`src/rtl/cp0_pkg.sv`:
```
// cp0_pkg: CP0 register numbers, field positions and constants shared by the CP0 block.
package cp0_pkg;
  localparam logic [4:0] sr_addr = 5'd12;
  localparam logic [4:0] cause_addr = 5'd13;
  localparam logic [4:0] epc_addr = 5'd14;
  localparam logic [4:0] prid_addr = 5'd15;
  localparam int im_lo = 10;
  localparam int exl_bit = 1;
  localparam int ie_bit = 0;
  localparam int bd_bit = 31;
  localparam int ip_lo = 10;
  localparam int exc_lo = 2;
  localparam logic [31:0] prid_value = 32'h4350_3037;
  localparam logic [31:0] handler_addr = 32'h0000_4180;
endpackage

```
`src/rtl/cp0_int_arbiter.sv`:
```
// cp0_int_arbiter: decides whether to take an interrupt or exception and which code to latch.
module cp0_int_arbiter (
  input  logic [5:0] hw_int,
  input  logic [5:0] im,
  input  logic       ie,
  input  logic       exl,
  input  logic [4:0] exc_code_in,
  output logic       req,
  output logic [4:0] code
);
  logic int_req, exc_req;
  assign int_req = |(hw_int & im) & ie & ~exl;
  assign exc_req = |exc_code_in & ~exl;
  assign req = int_req | exc_req;
  // interrupts win over a simultaneous synchronous exception
  assign code = int_req ? 5'd0 : exc_code_in;
endmodule

```
`src/rtl/cp0_regfile.sv`:
```
// cp0_regfile: SR/Cause/EPC coprocessor-0 registers with exception entry; CP0_PRID_EN adds read-only PRId.
module cp0_regfile
  import cp0_pkg::*;
(
  input  logic        clk,
  input  logic        rst_n,
  input  logic        en,
  input  logic [4:0]  cp0_addr,
  input  logic [31:0] cp0_in,
  output logic [31:0] cp0_out,
  input  logic [31:0] vpc,
  input  logic        bd_in,
  input  logic [4:0]  exc_code_in,
  input  logic [5:0]  hw_int,
  input  logic        exl_clr,
  output logic [31:0] epc_out,
  output logic        req
);
  logic [5:0] im, ip;
  logic exl, ie, bd, arb_req;
  logic [4:0] exc_code, code;
  logic [31:0] epc, pc_al, sr, cause;
  cp0_int_arbiter u_arb (
    .hw_int(hw_int),
    .im(im),
    .ie(ie),
    .exl(exl),
    .exc_code_in(exc_code_in),
    .req(arb_req),
    .code(code)
  );
  // keep req quiet while reset is held, whatever the M-stage presents
  assign req = arb_req & rst_n;
  assign pc_al = vpc & ~32'd3;
  assign epc_out = epc;
  always_comb begin
    sr = '0;
    sr[im_lo +: 6] = im;
    sr[exl_bit] = exl;
    sr[ie_bit] = ie;
    cause = '0;
    cause[bd_bit] = bd;
    cause[ip_lo +: 6] = ip;
    cause[exc_lo +: 5] = exc_code;
  end
  always_comb begin
    cp0_out = cp0_addr == sr_addr ? sr :
              cp0_addr == cause_addr ? cause :
              cp0_addr == epc_addr ? epc :
`ifdef CP0_PRID_EN
              cp0_addr == prid_addr ? prid_value :
`endif
              32'd0;
  end
  always_ff @(posedge clk or negedge rst_n) begin
    if (!rst_n) begin
      im <= '0;
      ie <= 1'b0;
      exl <= 1'b0;
      bd <= 1'b0;
      ip <= '0;
      exc_code <= '0;
      epc <= '0;
    end else begin
      ip <= hw_int;
      if (req) begin
        exl <= 1'b1;
        bd <= bd_in;
        exc_code <= code;
        epc <= bd_in ? pc_al - 32'd4 : pc_al;
      end else begin
        if (exl_clr) exl <= 1'b0;
        if (en && cp0_addr == sr_addr) begin
          im <= cp0_in[im_lo +: 6];
          exl <= cp0_in[exl_bit];
          ie <= cp0_in[ie_bit];
        end
        if (en && cp0_addr == epc_addr) epc <= cp0_in;
      end
    end
  end
endmodule

```
`config.mk`:
```
export PLATFORM = sky130hd
export DESIGN_NAME = cp0_regfile
export DESIGN_NICKNAME = d
export VERILOG_FILES = /design/src/rtl/cp0_pkg.sv /design/src/rtl/cp0_int_arbiter.sv /design/src/rtl/cp0_regfile.sv
export SDC_FILE = /design/constraint.sdc
export NUM_CORES = 1
export LEC_CHECK = 0
export BUFFER_PORTS_ARGS = -buffer_cell sky130_fd_sc_hd__buf_4
export CAP_MARGIN = 0
export CORE_MARGIN = 8
export CORE_UTILIZATION = 42
export CTS_CLUSTER_DIAMETER = 120
export DETAILED_ROUTE_END_ITERATION = 8
export PLACE_DENSITY = 0.82
export RECOVER_POWER = 25
export SLEW_MARGIN = 0
export SYNTH_ARGS = -nofsm -noshare
export SYNTH_HDL_FRONTEND = slang
export SYNTH_SLANG_ARGS = --single-unit
export TNS_END_PERCENT = 50
```
`constraint.sdc`:
```
create_clock -name clk -period 2.1 [get_ports clk]
set_clock_uncertainty 0.05 [all_clocks]
set_input_delay 0.42 -clock clk [delete_from_list [all_inputs] [get_ports clk]]
set_output_delay 0.42 -clock clk [all_outputs]
set_load 0.005 [all_outputs]
```
* After elaboration in Yosys (flattened, before gate mapping) *
Cells that the tools add are included.

cells by class
  equality and inequality tests = 3
  reduce and logical (&&, ||, !) cells = 7
  multiplexer cells = 10
  add/subtract/negate cells = 1
  bitwise operators = 8

operators by type and width
  operator                 number
  $mux W32                 6
  $sub A32 B3 Y32 const B  1
  $eq A5 B4 Y1 const B     3
  $and A6 B6 Y6            1
  $reduce_or A6 Y1         1
  $mux W5                  1
  $reduce_or A5 Y1         1
  $and A1 B1 Y1            4
  $mux W1                  3
  $reduce_bool A3 Y1       1
  $logic_and A1 B1 Y1      2
  $not A1 Y1               2
  $reduce_and A2 Y1        1
  $reduce_bool A2 Y1       1
  $or A1 B1 Y1             1

storage, ports and cells
  register bits after elaboration = 52
  bits of input ports = 85
  word-level logic and storage cells = 36

* Depth between registers and ports, before layout *
  depth in word-level cells = 8
  depth in mapped cells = 7
  mapped depth without buffers = 6

* Hierarchy *
From an unflattened synthesis, not the netlist that was laid out.

second synthesis, totals
  cells, all modules = 384
  area, all modules = 3304.4 µm²

modules (own cells, without submodules)
  module           instances  area an instance (µm²)  cells an instance
  cp0_regfile      1          3201.8                  371
  cp0_int_arbiter  1          102.6                   13

* Least setup slack after synthesis *
No wires, ideal clock.

  kind = input to output
  start = input port cp0_addr[0]
  end = output port cp0_out[10]
  setup slack = -0.120 ns
  stages on the path = 5
  data required time = 1.630 ns
  data arrival time = 1.750 ns
  cells stage by stage = nor4b_1 > clkbuf_1 > buf_1 > nand2_1 > a21oi_1

between the ends
  cells in the longest elaborated chain, start to end = 4
  elaborated cells on any way between the ends = 6

RTL lines
  what                line               RTL
  start: declaration  cp0_regfile.sv:8   input logic [4:0] cp0_addr,
  $eq A5 B4 Y1        cp0_regfile.sv:49  cp0_addr == epc_addr ? epc :
  $mux W32            cp0_regfile.sv:49
  $mux W32            cp0_regfile.sv:48  cp0_addr == cause_addr ? cause :
  $mux W32 *          cp0_regfile.sv:47  cp0_out = cp0_addr == sr_addr ? sr :
  end: declaration    cp0_regfile.sv:10  output logic [31:0] cp0_out,

Mark *: on every way between the ends. The rest lies on a longest branch, timed or not.

* Worst setup path in the final report *
  start = register im[3]
  end = register im[5]

between the ends
  cells in the longest elaborated chain, start to end = 8

RTL lines
  what                         line                   RTL
  start: declaration           cp0_regfile.sv:19      logic [5:0] im, ip;
  start signal: assignment     cp0_regfile.sv:74      im <= cp0_in[im_lo +: 6];
  $and A6 B6 Y6                cp0_int_arbiter.sv:12  assign int_req = |(hw_int & im) & ie & ~exl;
  $reduce_or A6 Y1             cp0_int_arbiter.sv:12
  $and A1 B1 Y1 (2 in a row)   cp0_int_arbiter.sv:12
  $or A1 B1 Y1                 cp0_int_arbiter.sv:14  assign req = int_req | exc_req;
  $and A1 B1 Y1                cp0_regfile.sv:33      assign req = arb_req & rst_n;
  $not A1 Y1 (no line)         n/a
  $reduce_and A2 Y1 (no line)  n/a

Every way passes these cells.
A chain may end at the register's enable or synchronous reset.

==> results.cfg <==
[logic_synthesis]
synth_edf_count = 0
syn_area_um2 = 3150
postSynthCellCount = 343
synth_nets = 429
yosys_register_bits = 52
synth.avg_cell_area_um2 = 9.19
yosysWarnings = 0
yosysSeqAreaShare_pct = 41.3
async_flop_share_pct = 100
ys.flop_type = dfrtp_1
ys_types = 43

[route]
drc = 0
ant_nets = 0
dr.pass1.iters = 4
vias = 3243
drt-wirelength-per-cell_um = 17.7
wirelength_mm = 10.6
vias_per_cell = 5.41
first_iter_violations = 136

[clocking]
cts_buffers = 5
cts-htree-levels = 2
cts.clk_slew.worst_paths_ns = 0.11
clock_latency_ns = 0.31
clock-sinks = 52
clk_root_buffer_cell = clkbuf_8
clock_path_buffers = 2
cts_tree = yes
hold_buffers = 0

[timing]
slew_viol_final = 0
grt_setup_unrepaired = true
holdWs_ns = 0.169
finalHoldViolations = 0
period_needed_ns = 2.07
fin_crit_sh_pct = 98.5
tightest_slew_ns = 1.33
slew_headroom_pct = 11.7
fmax_ghz = 0.483
setup_viol = 0

[critical_path]
worstSetupPathType = flop to flop
setup.worst_path.start = im[3]
r2r_start = im[3]
start_kind = flop
worst_setup_path_end_kind = flop
required_ns = 2.25
crit_arrival_ns = 2.22
path_max_fanout = 7

[flow_run]
cap_violations = 0

[place]
port_buffers = 147
gp_congestion = 0.856
dp_hpwl_mm = 8.27
placed_cells = 589
placedInstanceArea_um2 = 4500

[cells_and_area]
seq_area_um2 = 1300
final_area_um2 = 4640
final_cell_mix = buf_4, dfrtp_1, a21oi_1, and3_1, nand2_1
areaGrowthSynthToFinish_pct = 47.2
fill_cells = 616
diodes = 0
multi_input_area_um2 = 1780
nets = 586
layout-drive-gt1-share_pct = 40.1
final_common_cell = buf_4
stdcell_count = 600

[global_routing]
antenna_found_initial = 0
grt_usage_pct = 20.3
grt_pass1_vias = 3447
overflow = 0
grt_max_degree = 60
grt_pass1_wl_mm = 16.8

[worst_hold_path]
hp-class = primary input to flop
worstHoldStart = hw_int[4]

[floorplanning]
chipHeight_um = 103
die_w_um = 103
fp-row-count = 31
initial_core_util_pct = 43.5
num_io_pins = 150
core-area_um2 = 7250
die-area_um2 = 10500

[pwr]
powerDensity_nw_per_um2 = 616
p_total_mw = 2.86
power.leakage_nw = 2.17
peakVddDrop_mv = 0.300

[run_status]
status = complete, no violations
[path summary, 6_finish.rpt]
check | cells after the start | slack, ns | to
max | 8 | 0.03 | im[5]
max in group asynchronous | 2 | 0.66 | epc_out[30]
max reg2reg | 8 | 0.03 | im[5]
min | 1 | 0.17 | ip[4]
min in group asynchronous | 2 | 0.53 | epc_out[19]
min reg2reg | 1 | 0.49 | bd
[flip-flops by register name, indices dropped and copies added, names as in the netlist]
| signal | count |
|---|---|
| bd | 1 |
| epc_out | 32 |
| exc_code | 5 |
| exl | 1 |
| ie | 1 |
| im | 6 |
| ip | 6 |
[what timing repair did]
item,in CTS,in global routing
setup buffers,3,1
resized for setup,0,7
pin swaps,1,0
setup endpoints to repair,1,26
[cell families after synthesis]
family / after synthesis / share of synthesized area, %
simple gates: 129 / 24.1
xor+xnor: 28 / 7.78
compound gates: 89 / 18.0
mux: 14 / 4.76
flops: 52 / 41.3
buf+inv: 30 / 3.65
fa+ha+maj: 1 / 0.397
[cell type report]
cell class	count	area share (%)
multi-input combinational	261	38.4
inverter	8	0.647
sequential	52	28.0
timing repair buffer	172	28.2
clock inverter	3	0.593
tap	99	2.67
clock buffer	5	1.48
[metrics by stage]
step | TNS [ns] | utilization, % | worst slack (ns)
3_5_place_dp | -0.00188 | 62.1 | -0.00188
4_1_cts | 0 | 63.6 | 0.00858
2_1_floorplan | 0 | - | 0.0317
3_3_place_gp | 0 | 62.1 | 0.00398
6_report | 0 | 64.0 | 0.0314
5_1_grt | -0.342 | 64.0 | -0.0457
[routing by layer]
| layer | up-vias | routed length (µm) | GRT usage [%] |
|---|---|---|---|
| met5 | - | 0 | 0 |
| met3 | 14 | 708 | 4.32 |
| met1 | 1568 | 4340 | 23.9 |
| li1 | 1563 | - | - |
| met4 | 0 | 197 | 6.32 |
| met2 | 98 | 5410 | 35.9 |
[synth_stat cells, types with 3 or more instances]
cell type / number / share of area, %
dfrtp_1: 52 / 41
a21oi_1: 31 / 4.9
a211oi_1: 24 / 5.7
and3_1: 24 / 4.8
nand2_1: 22 / 2.6
xnor2_1: 20 / 5.6
and2_1: 19 / 3.8
clkbuf_1: 18 / 2.1
o21ai_0: 17 / 2.7
nor2_1: 12 / 1.4
a22o_1: 11 / 3.1
nor3_1: 10 / 1.6
nor4_1: 10 / 2.0
nand3_1: 9 / 1.4
inv_1: 8 / 0.95
mux2_2: 8 / 2.9
xor2_1: 8 / 2.2
mux2i_1: 6 / 1.9
or3_1: 3 / 0.60
or4_1: 3 / 0.71
[critical path, stage by stage (launching register included)]
cell	delay, ns
dfrtp_1	0.39
a22o_1	0.22
o31ai_2	0.24
buf_4	0.17
a31oi_4	0.11
buf_4	0.20
nor2_2	0.11
buf_6	0.14
mux2_2	0.33
[report_power, final]
part           leakage (nW)  switching (mW)  internal (mW)
Combinational          1.52           0.381          0.504
Sequential            0.612           0.161           1.20
Clock                0.0463           0.367          0.246
Power figures use the tool's default switching activity.
